--- src/rtl/training_sequencer_if.sv ---
// Bus between the perceptron training sequencer and its environment.
// The master side loads samples, starts runs and returns y. The slave side is the sequencer.
interface training_sequencer_if #(
  parameter int N  = 8,
  parameter int AW = 4
);
  logic              wr_en;
  logic [AW-1:0]     wr_addr;
  logic [N-2:0]      wr_x;
  logic [31:0]       wr_y;
  logic [AW:0]       n_samples;
  logic [15:0]       max_epochs;
  logic [31:0]       lr_in;
  logic              start;
  logic              abort;
  logic [31:0]       y;
  logic [N-2:0]      x;
  logic [31:0]       expected_y;
  logic              train;
  logic [31:0]       learning_rate;
  logic              busy;
  logic              done;
  logic              converged;
  logic [15:0]       epoch_count;
  logic [AW:0]       err_count;

  modport master (
    output wr_en, wr_addr, wr_x, wr_y, n_samples, max_epochs, lr_in, start, abort, y,
    input  x, expected_y, train, learning_rate, busy, done, converged, epoch_count, err_count
  );

  modport slave (
    input  wr_en, wr_addr, wr_x, wr_y, n_samples, max_epochs, lr_in, start, abort, y,
    output x, expected_y, train, learning_rate, busy, done, converged, epoch_count, err_count
  );
endinterface

--- src/rtl/training_sequencer.sv ---
// Replays a stored training set to a perceptron, epoch by epoch, spacing samples by GAP idle
// cycles and counting sign misclassifications until a clean epoch or the epoch limit.
//   state       | meaning
//   S_IDLE      | waiting for start; sample memory writable
//   S_PRESENT   | one cycle, x/expected_y shown with train=1
//   S_GAP       | GAP cycles of train=0 while the weight update settles
//   S_EPOCH_END | publish error count, bump epoch, decide stop or next epoch
//   S_DONE      | one cycle, done pulses on the way back to idle
module training_sequencer #(
  parameter int N     = 8,
  parameter int AW    = 4,
  parameter int GAP   = 3,
  parameter int Y_LAT = 0
) (
  input  logic               clk,
  input  logic               rst_n,
  training_sequencer_if.slave bus
);
  localparam int DEPTH = 2**AW;
  localparam int CW    = AW + 1;
  localparam int PW    = $clog2(GAP + 2);
  localparam logic [CW-1:0] ERR_MAX = {CW{1'b1}};
  localparam logic [PW-1:0] GAP_LD  = PW'(GAP);
  localparam logic [PW-1:0] Y_TAP   = PW'(GAP + 1 - Y_LAT);
  localparam logic [AW-1:0] IDX0    = '0;

  typedef enum logic [2:0] {S_IDLE, S_PRESENT, S_GAP, S_EPOCH_END, S_DONE} state_t;

  state_t        state_q;
  logic [N-2:0]  mem_x [DEPTH];
  logic [31:0]   mem_y [DEPTH];
  logic [AW-1:0] idx_q;
  logic [PW-1:0] gap_q;
  logic [CW-1:0] n_q, run_q, err_q;
  logic [15:0]   max_q, epoch_q;
  logic [31:0]   lr_q, exp_q;
  logic [N-2:0]  x_q;
  logic          train_q, busy_q, done_q, conv_q;

  logic          wr_ok, fwd0, y_hit, y_err, last_sample;
  logic [AW-1:0] idx_nx;

  assign wr_ok       = bus.wr_en && (state_q == S_IDLE || state_q == S_DONE);
  // A write to address 0 in the start cycle must be seen by the first presentation.
  assign fwd0        = wr_ok && (bus.wr_addr == IDX0);
  assign idx_nx      = idx_q + AW'(1);
  assign last_sample = ({1'b0, idx_q} + CW'(1)) >= n_q;
  assign y_hit       = (Y_LAT == 0) ? (state_q == S_PRESENT)
                                    : (state_q == S_GAP && gap_q == Y_TAP);
  assign y_err       = bus.y[31] != exp_q[31];

  always_ff @(posedge clk) begin
    if (wr_ok) begin
      mem_x[bus.wr_addr] <= bus.wr_x;
      mem_y[bus.wr_addr] <= bus.wr_y;
    end
  end

  always_ff @(posedge clk or negedge rst_n) begin
    if (!rst_n) begin
      state_q <= S_IDLE;
      idx_q   <= '0;
      gap_q   <= '0;
      n_q     <= '0;
      max_q   <= '0;
      lr_q    <= '0;
      x_q     <= '0;
      exp_q   <= '0;
      train_q <= 1'b0;
      busy_q  <= 1'b0;
      done_q  <= 1'b0;
      conv_q  <= 1'b0;
      epoch_q <= '0;
      run_q   <= '0;
      err_q   <= '0;
    end else begin
      train_q <= 1'b0;
      done_q  <= 1'b0;
      if (y_hit && y_err && run_q != ERR_MAX) run_q <= run_q + CW'(1);
      if (bus.abort) begin
        state_q <= S_IDLE;
        busy_q  <= 1'b0;
      end else begin
        case (state_q)
          S_IDLE: if (bus.start) begin
            n_q     <= bus.n_samples;
            max_q   <= bus.max_epochs;
            lr_q    <= bus.lr_in;
            epoch_q <= '0;
            conv_q  <= 1'b0;
            run_q   <= '0;
            idx_q   <= '0;
            if (bus.n_samples == '0 || bus.max_epochs == '0) begin
              state_q <= S_DONE;
            end else begin
              state_q <= S_PRESENT;
              busy_q  <= 1'b1;
              train_q <= 1'b1;
              x_q     <= fwd0 ? bus.wr_x : mem_x[IDX0];
              exp_q   <= fwd0 ? bus.wr_y : mem_y[IDX0];
            end
          end
          S_PRESENT: begin
            state_q <= S_GAP;
            gap_q   <= GAP_LD;
          end
          S_GAP: if (gap_q == PW'(1)) begin
            if (last_sample) begin
              state_q <= S_EPOCH_END;
            end else begin
              state_q <= S_PRESENT;
              idx_q   <= idx_nx;
              train_q <= 1'b1;
              x_q     <= mem_x[idx_nx];
              exp_q   <= mem_y[idx_nx];
            end
          end else begin
            gap_q <= gap_q - PW'(1);
          end
          S_EPOCH_END: begin
            err_q   <= run_q;
            epoch_q <= epoch_q + 16'd1;
            run_q   <= '0;
            if (run_q == '0) begin
              state_q <= S_DONE;
              busy_q  <= 1'b0;
              conv_q  <= 1'b1;
            end else if (epoch_q + 16'd1 == max_q) begin
              state_q <= S_DONE;
              busy_q  <= 1'b0;
            end else begin
              state_q <= S_PRESENT;
              idx_q   <= '0;
              train_q <= 1'b1;
              x_q     <= mem_x[IDX0];
              exp_q   <= mem_y[IDX0];
            end
          end
          S_DONE: begin
            state_q <= S_IDLE;
            done_q  <= 1'b1;
          end
          default: state_q <= S_IDLE;
        endcase
      end
    end
  end

  assign bus.x             = x_q;
  assign bus.expected_y    = exp_q;
  assign bus.train         = train_q;
  assign bus.learning_rate = lr_q;
  assign bus.busy          = busy_q;
  assign bus.done          = done_q;
  assign bus.converged     = conv_q;
  assign bus.epoch_count   = epoch_q;
  assign bus.err_count     = err_q;
endmodule

--- src/flat_wrapper.sv ---
// flat-port wrapper written by rule: the top's interface ports become plain ports
module training_sequencer_flat 
#(
  parameter int N     = 8,
  parameter int AW    = 4,
  parameter int GAP   = 3,
  parameter int Y_LAT = 0
)
  (clk, rst_n, bus_wr_en, bus_wr_addr, bus_wr_x, bus_wr_y, bus_n_samples, bus_max_epochs, bus_lr_in, bus_start, bus_abort, bus_y, bus_x, bus_expected_y, bus_train, bus_learning_rate, bus_busy, bus_done, bus_converged, bus_epoch_count, bus_err_count);
  training_sequencer_if #(.N(N), .AW(AW)) bus_i ();
  input  logic clk;
  input  logic rst_n;
  input wire logic [$bits(bus_i.wr_en)-1:0] bus_wr_en;
  input wire logic [$bits(bus_i.wr_addr)-1:0] bus_wr_addr;
  input wire logic [$bits(bus_i.wr_x)-1:0] bus_wr_x;
  input wire logic [$bits(bus_i.wr_y)-1:0] bus_wr_y;
  input wire logic [$bits(bus_i.n_samples)-1:0] bus_n_samples;
  input wire logic [$bits(bus_i.max_epochs)-1:0] bus_max_epochs;
  input wire logic [$bits(bus_i.lr_in)-1:0] bus_lr_in;
  input wire logic [$bits(bus_i.start)-1:0] bus_start;
  input wire logic [$bits(bus_i.abort)-1:0] bus_abort;
  input wire logic [$bits(bus_i.y)-1:0] bus_y;
  output wire logic [$bits(bus_i.x)-1:0] bus_x;
  output wire logic [$bits(bus_i.expected_y)-1:0] bus_expected_y;
  output wire logic [$bits(bus_i.train)-1:0] bus_train;
  output wire logic [$bits(bus_i.learning_rate)-1:0] bus_learning_rate;
  output wire logic [$bits(bus_i.busy)-1:0] bus_busy;
  output wire logic [$bits(bus_i.done)-1:0] bus_done;
  output wire logic [$bits(bus_i.converged)-1:0] bus_converged;
  output wire logic [$bits(bus_i.epoch_count)-1:0] bus_epoch_count;
  output wire logic [$bits(bus_i.err_count)-1:0] bus_err_count;
  assign bus_i.wr_en = bus_wr_en;
  assign bus_i.wr_addr = bus_wr_addr;
  assign bus_i.wr_x = bus_wr_x;
  assign bus_i.wr_y = bus_wr_y;
  assign bus_i.n_samples = bus_n_samples;
  assign bus_i.max_epochs = bus_max_epochs;
  assign bus_i.lr_in = bus_lr_in;
  assign bus_i.start = bus_start;
  assign bus_i.abort = bus_abort;
  assign bus_i.y = bus_y;
  assign bus_x = bus_i.x;
  assign bus_expected_y = bus_i.expected_y;
  assign bus_train = bus_i.train;
  assign bus_learning_rate = bus_i.learning_rate;
  assign bus_busy = bus_i.busy;
  assign bus_done = bus_i.done;
  assign bus_converged = bus_i.converged;
  assign bus_epoch_count = bus_i.epoch_count;
  assign bus_err_count = bus_i.err_count;
  training_sequencer #(.N(N), .AW(AW), .GAP(GAP), .Y_LAT(Y_LAT)) u_core (.clk(clk), .rst_n(rst_n), .bus(bus_i));
endmodule
--- config.mk ---
export PLATFORM = sky130hd
export DESIGN_NAME = training_sequencer_flat
export DESIGN_NICKNAME = d
export VERILOG_FILES = /design/src/rtl/training_sequencer_if.sv /design/src/rtl/training_sequencer.sv /design/src/flat_wrapper.sv
export SDC_FILE = /design/constraint.sdc
export NUM_CORES = 1
export LEC_CHECK = 0
export ABC_AREA = 1
export CAP_MARGIN = 20
export CELL_PAD_IN_SITES_DETAIL_PLACEMENT = 1
export CELL_PAD_IN_SITES_GLOBAL_PLACEMENT = 1
export CORE_ASPECT_RATIO = 2
export CORE_MARGIN = 5
export CORE_UTILIZATION = 51
export CTS_CLUSTER_SIZE = 20
export DETAILED_ROUTE_END_ITERATION = 10
export GPL_ROUTABILITY_DRIVEN = 0
export PLACE_DENSITY_LB_ADDON = 0.1
export SYNTH_ARGS = -nofsm -noshare
export SYNTH_HDL_FRONTEND = slang
export SYNTH_SLANG_ARGS = --single-unit
--- constraint.sdc ---
create_clock -name clk -period 4.75 [get_ports clk]
set_clock_uncertainty 0.2 [all_clocks]
set_input_delay 1.425 -clock clk [delete_from_list [all_inputs] [get_ports clk]]
set_output_delay 1.425 -clock clk [all_outputs]
set_load 0.005 [all_outputs]
==> results.sh <==
export IMPL_gr_usage_all_layers_pct=28.5
export IMPL_holdPathStages=2
export IMPL_grt_pass1_vias=24500
export IMPL_synth_edf_count=624
export IMPL_clock_fmax_ghz=0.272
export IMPL_met3_length_mm=5.44
export IMPL_holdWs_ns=0.271
export IMPL_die_h_um=360
export IMPL_path_max_fanout=239
export IMPL_syn_area_um2=31200
export IMPL_firstDrtPassIters=5
export IMPL_fill_cells=6073
export IMPL_nNetsFinal=2953
export IMPL_synth_distinct_cells=41
export IMPL_wl_met2_mm=52.1
export IMPL_synthFlopType="edfxtp_1"
export IMPL_h_tree_depth=3
export IMPL_clkLatencyLatePin_ns=0.59
export IMPL_reg2reg_depth=14
export IMPL_totalPowerFinal_mw=17.0
export IMPL_end_kind="flip-flop"
export IMPL_period_minus_slack_ns=3.68
export IMPL_antenna_found_initial=3
export IMPL_via_per_inst=6.18
export IMPL_status="complete, no violations"
export IMPL_cts_repair_resized=0
export IMPL_rr_startpoint="u_core.idx_q[0]$_DFFE_PN0P_"
export IMPL_grt_pass1_wl_mm=145
export IMPL_start_util_pct=51.4
export IMPL_period_share_pct=77.4
export IMPL_crit_arrival_ns=4.00
export IMPL_switching_share_pct=28.7
export IMPL_cp_common_cell="nand2_1"
export IMPL_synth_commonest_cells="edfxtp_1, nand2_1, o21ai_0, nor2_1, nand3_1"
export IMPL_syn_area_per_cell_um2=11.8
export IMPL_worstPathCellList="buf_12 -> ha_1 -> o21ai_0 -> nand2_1 -> nand2_1 -> nand2_1 -> a21oi_1 -> o21bai_1 -> o21ai_0 -> inv_1 -> nand2_2 -> buf_12 -> nand3_1 -> nand2_1"
export IMPL_hold_viol_final=0
export IMPL_max_slew_worst_pin_slew_ns=1.09
export IMPL_routed_wl_mm=96.6
export IMPL_hp_start="u_core.bus.expected_y[21]$_DFFE_PN0P_"
export IMPL_postCtsSetupBuffers=0
export IMPL_whs_endpoint="u_core.bus.expected_y[21]$_DFFE_PN0P_"
export IMPL_port_buffers=197
export IMPL_setup_viol=0
export IMPL_cts_buffer_depth=3
export IMPL_cap_violations=0
export IMPL_fp_dieArea_um2=66500
export IMPL_met1_length_mm=35.4
export IMPL_num_vias=22500
export IMPL_p_comb_share_pct=21.0
export IMPL_root_buffer="clkbuf_16"
export IMPL_fin_tns_setup_ns=0
export IMPL_top_layer="met4"
export IMPL_ant_nets=0
export IMPL_cpPeakStageDelay_ns=0.64
export IMPL_hpwl_mm=53.6
export IMPL_drc=0
export IMPL_clk_pin_slew_ns=0.06
export IMPL_ys_ff_latch=756
export IMPL_internal_power_mw=12.1
export IMPL_peakVddDrop_mv=0.363
export IMPL_seq_area_frac_synth_pct=70.7
export IMPL_power_switching_mw=4.88
export IMPL_wire_per_inst_um=26.5
export IMPL_overflow=0
export IMPL_fp_dieW_um=185
export IMPL_yosysMostFrequentCell="edfxtp_1"
export IMPL_slew_viol_final=0
export IMPL_core_area_um2=60700
export IMPL_cts_hold_buffers=0
export IMPL_p_per_area_nw_per_um2=465
export IMPL_r2r_end="u_core.bus.expected_y[7]$_DFFE_PN0P_"
export IMPL_ys_warn_count=0
export IMPL_leakagePower_nw=12.9
export IMPL_slowest_stage="buf_12"
export IMPL_crit_type="reg -> reg"
export IMPL_first_iter_violations=1725
export IMPL_cts_tree="yes"
export IMPL_syn_inst=2653
export IMPL_yosys_top_cells_area="edfxtp_1, dfrtp_1, o21ai_0"
export IMPL_slew_headroom_pct=27.4
export IMPL_start_kind="flip-flop"
export IMPL_min_path_type="reg -> reg"
export IMPL_drive_gt1_share_pct=7.10
export IMPL_r2r_slack_ns=1.07
export IMPL_synthArstFlopShare_pct=17.5
export IMPL_num_rows=128
export IMPL_cts_num_sinks=756
export IMPL_synth_top_area_share_pct=60.1
export IMPL_yosysTopAreaCell="edfxtp_1"
export IMPL_io_pins=229
export IMPL_grt_max_degree=240
export IMPL_synth_nets=2798
export IMPL_power_frac_clock_pct=32.2
export IMPL_rsz0062_at_grt="false"
export IMPL_cts_made_buffers=68
export IMPL_required_ns=5.08
export IMPL_p_seq_share_pct=46.8
export IMPL_area_growth_pct=17.4
==> power by group through the flow <==
stage	Combinational [mW]	Sequential (mW)	Clock, mW
2_1_floorplan	1.83	8.07	0
3_3_place_gp	3.39	8.07	0
3_5_place_dp	3.57	8.10	0
4_1_cts	3.60	7.97	5.55
5_1_grt	3.93	8.03	5.84
6_report	3.57	7.97	5.48
==> layout make-up <==
cell class | count | area [um2] | area share, %
repair buffers | 250 | 2770 | 7.56
well taps | 780 | 976 | 2.67
multi-input cells | 1608 | 8190 | 22.4
clock buffers | 92 | 1890 | 5.15
diodes | 3 | 7.51 | 0.0205
flip-flops and latches | 756 | 22000 | 60.2
inverters | 124 | 470 | 1.28
clock inverters | 28 | 279 | 0.762
==> worst max path at each step <==
stage / start / end / slack [ns] / depth (start not counted)
detailed placement: bus_wr_en / u_core.bus.expected_y[31]$_DFFE_PN0P_ / 0.63 / 10
CTS: u_core.idx_q[0]$_DFFE_PN0P_ / u_core.bus.expected_y[21]$_DFFE_PN0P_ / 1.06 / 10
global placement: bus_wr_en / u_core.mem_y[4][14]$_DFFE_PP_ / 0.69 / 6
finish: u_core.idx_q[0]$_DFFE_PN0P_ / u_core.bus.expected_y[7]$_DFFE_PN0P_ / 1.07 / 14
global route: u_core.idx_q[0]$_DFFE_PN0P_ / u_core.bus.expected_y[7]$_DFFE_PN0P_ / 0.97 / 14
floorplan: bus_wr_en / u_core.mem_x[12][0]$_DFFE_PP_ / 0.65 / 4
==> per-layer routing <==
layer	track usage (%)	up-vias
met1	33.7	11600
met4	11.4	0
met5	0	-
li1	-	9865
met2	52.1	832
met3	3.72	212
==> registers in the layout, indices dropped and copies added, names as in the netlist, 3 cells and up <==
register and count:
u_core.bus.epoch_count 16, u_core.bus.err_count 5, u_core.bus.expected_y 32, u_core.bus.learning_rate 32
u_core.bus.x 7, u_core.gap_q 3, u_core.idx_q 4, u_core.max_q 16
u_core.mem_x 112, u_core.mem_y 512, u_core.n_q 5, u_core.run_q 5
u_core.state_q 3
==> metrics by stage <==
stage                     cells  setup slack, ns  cell area (um2)  util [%]
final                      3641             1.07            36600      60.3
after global routing       3639            0.974            36600      60.3
after CTS                  3637             1.06            36600      60.3
after detailed placement   3517            0.629            34400      56.7
after global placement     3517            0.694            34400      56.7
after floorplan            2653            0.645            31200         -
==> placed cells by master, fill, tap and decap left out, drive strengths merged <==
master / count
o221ai: 117
clkdlybuf4s50: 196
xnor2: 1
edfxtp: 624
o21ai: 351
inv: 125
a211oi: 2
o22ai: 10
clkinv: 18
dfrtp: 132
xnor3: 1
nand3: 160
a22oi: 1
diode: 3
o21bai: 4
nand4: 13
o211ai: 78
o31ai: 1
xor2: 4
ha: 12
a31oi: 1
nor2: 342
buf: 54
or2: 3
nor4: 3
clkinvlp: 4
nand3b: 2
bufinv: 5
a21oi: 46
nand2: 452
nor3: 4
clkbuf: 92
==> kinds of logic (layout without fill, tap and decap cells) <==
group | after synthesis | in the layout | share of synthesized area, %
AOI/OAI and AO/OA | 611 | 611 | 11.9
xor gates and xnor gates | 6 | 6 | 0.237
adders and majority gates | 12 | 12 | 0.481
buffers and inverters | 289 | 494 | 3.67
DFF | 756 | 756 | 70.7
other | 0 | 3 | 0
and+or+nand+nor | 979 | 979 | 13.0
==> worst max-delay path: cells and delay by family, from the launching register on <==
family                   cells  cell delay [ns]
AO/OA/AOI/OAI                4             0.68
adder cells (fa/ha/maj)      1             0.40
buffers and inverters        3             1.01
flip-flops                   1             0.45
AND/OR/NAND/NOR              6             0.61
(Power assumes the default switching activity.)
==> variant: new RTL, same flow settings <==
`N` is set to 8 in 3 places; all go to 16.
--- a/src/rtl/training_sequencer_if.sv
+++ b/src/rtl/training_sequencer_if.sv
@@ -2,5 +2,5 @@
 // The master side loads samples, starts runs and returns y. The slave side is the sequencer.
 interface training_sequencer_if #(
-  parameter int N  = 8,
+  parameter int N  = 16,
   parameter int AW = 4
 );
--- a/src/rtl/training_sequencer.sv
+++ b/src/rtl/training_sequencer.sv
@@ -8,5 +8,5 @@
 //   S_DONE      | one cycle, done pulses on the way back to idle
 module training_sequencer #(
-  parameter int N     = 8,
+  parameter int N     = 16,
   parameter int AW    = 4,
   parameter int GAP   = 3,
--- a/src/flat_wrapper.sv
+++ b/src/flat_wrapper.sv
@@ -2,5 +2,5 @@
 module training_sequencer_flat 
 #(
-  parameter int N     = 8,
+  parameter int N     = 16,
   parameter int AW    = 4,
   parameter int GAP   = 3,
Ports: changed (resized bus_wr_x and bus_x); port bits go from 229 to 245. No check against the original RTL was run, so the function may have changed too.
==> variant against the unedited design <==
Sequential cell count up 136; utilization fell by 0.31 points; critical path type unchanged; highest routed layer is now met5; sequential share of layout area increased by 0.61 points; synthesized cell count is 16% higher; worst setup slack improved by 0.042 ns; cell area rose by 17%; total power is 21% higher; synthesized area is 17% higher; routed wire length increased by 21%.
==> variant: results (changes against the unedited design) <==
| Metric | Value |
|---|---|
| First-pass GRT wire length | 175000 um (was 145200 um) |
| Share of layout cells above drive strength 1 | 0.07262 (was 0.07103) |
| Synth unique cells | 37 (was 41) |
| Placed Cells | 4074 (was 3517) |
| R2R Setup Slk | 1.12 ns (was 1.07 ns) |
| Hpwl dp | 63290 um (was 53560 um) |
| Post-Place Setup Slack | 0.5781 ns (was 0.6294 ns) |
| Post-synthesis async set-or-reset flop share | 0.1570 (was 0.1746) |
| CTS Buf Count | 79 (was 68) |
| Largest net degree at the start of global routing | 233 (was 240) |
| Final total power | 20.57 mW (was 17.02 mW) |
| Routed via count | 26461 (was 22505) |
| DR iter-0 viols | 2264 (was 1725) |
| Worst-skew pair later-pin latency | 0.66 ns (was 0.59 ns) |
| Leakage power | 15.01 nW (was 12.91 nW) |
| CP peak stage delay | 0.63 ns |
| VDD IR max | 372.1 uV (was 363.2 uV) |
| Seq/Total Area, Yosys | 0.7122 (was 0.7068) |
| WHS | 0.2679 ns (was 0.2712 ns) |
| Clk pwr share | 0.329 (was 0.322) |
| Combinational share of power | 0.212 (was 0.210) |
| Non-Filler Instances | 4226 (was 3641) |
| Top post-synthesis cells by area | edfxtp_1, dfrtp_1, o21ai_0, nand2_1, nor2_1 (unchanged) |
| Port bufs | 213 (was 197) |
| Synthesis warning total | 0 (unchanged) |
| Status | finished, final reports clean (unchanged) |
| P_sw | 5.989 mW (was 4.883 mW) |
| Dpl cell area | 0.04016 mm^2 (was 0.03442 mm^2) |
| Area share of fa/ha/maj cells after synthesis | 0.004099 (was 0.004814) |
| Multi-input gate area | 0.009397 mm^2 (was 0.008185 mm^2) |
| Worst slew pin tran | 1.060 ns (was 1.090 ns) |
| Post-synthesis average cell area | 11.91 um^2 (was 11.76 um^2) |
| DR pass1 iterations | 5 (unchanged) |
| WP data arrival | 3.97 ns (was 4.00 ns) |
| Syn nets | 3229 (was 2798) |
| EDFF count, synth | 752 (was 624) |
| Filler instances | 7169 (was 6073) |
| Tot GR Track Use | 0.2986 (was 0.2853) |
| Worst Path Max Fanout | 41 (was 239) |
| Vias in the first global route | 28883 (was 24476) |
| Fmax | 275.2 MHz (was 272.0 MHz) |
| CP max stage cell | ha_4 (was buf_12) |
| Synth Area in XOR/XNOR | 0.0007174 (was 0.002367) |
| Synth top cells by count | edfxtp_1, nand2_1, o21ai_0 (unchanged) |
| Biggest regs | u_core.mem_y: 512 flops, u_core.mem_x: 240 flops (was u_core.mem_y: 512 flops, u_core.mem_x: 112 flops) |
| Routed WL | 117200 um (was 96590 um) |
| Nets@finish | 3393 (was 2953) |
## variant: cell count changes in the layout (fill, tap and decap cells not counted), moves of 9 or more
cell | before | now
buf_4 | 22 | 37
nor2_1 | 318 | 362
inv_1 | 116 | 125
clkbuf_16 | 71 | 83
nand3_1 | 148 | 201
edfxtp_1 | 624 | 752
o221ai_1 | 117 | 141
o21ai_0 | 349 | 419
nand3_2 | 12 | 1
o211ai_1 | 78 | 99
clkdlybuf4s50_1 | 196 | 212
a21oi_1 | 46 | 55
nand2_1 | 449 | 478
## variant: metal layers
layer / global-route usage / vias up / routed length [um]
met4: 0.1275 / 2 / 4604
met2: 0.5387 / 1061 / 62330
met5: 0 / - / 11
met1: 0.3510 / 13643 / 42710
met3: 0.04421 / 262 / 7497
li1: - / 11493 / -
## variant: cell type report
type,instances,share of cell area
Antenna cell,5,0.0002917
Clock buffer,103,0.05063
Tap cell,916,0.02672
Clock inverter,43,0.01237
Inverter,134,0.01199
Sequential cell,892,0.6081
Timing Repair Buffer,281,0.07084
Multi-Input combinational cell,1852,0.2190
## variant: final timing paths
path / startpoint / endpoint / cells after the start
worst min register to register: u_core.bus.expected_y[30]$_DFFE_PN0P_ / u_core.bus.expected_y[30]$_DFFE_PN0P_ / 2
worst min-delay path: u_core.bus.expected_y[30]$_DFFE_PN0P_ / u_core.bus.expected_y[30]$_DFFE_PN0P_ / 2
worst max-delay path: u_core.idx_q[0]$_DFFE_PN0P_ / u_core.bus.expected_y[27]$_DFFE_PN0P_ / 11
max in group asynchronous: rst_n / u_core.bus.expected_y[18]$_DFFE_PN0P_ / 2
worst max register to register: u_core.idx_q[0]$_DFFE_PN0P_ / u_core.bus.expected_y[27]$_DFFE_PN0P_ / 11
min in group asynchronous: rst_n / u_core.bus.learning_rate[9]$_DFFE_PN0P_ / 1
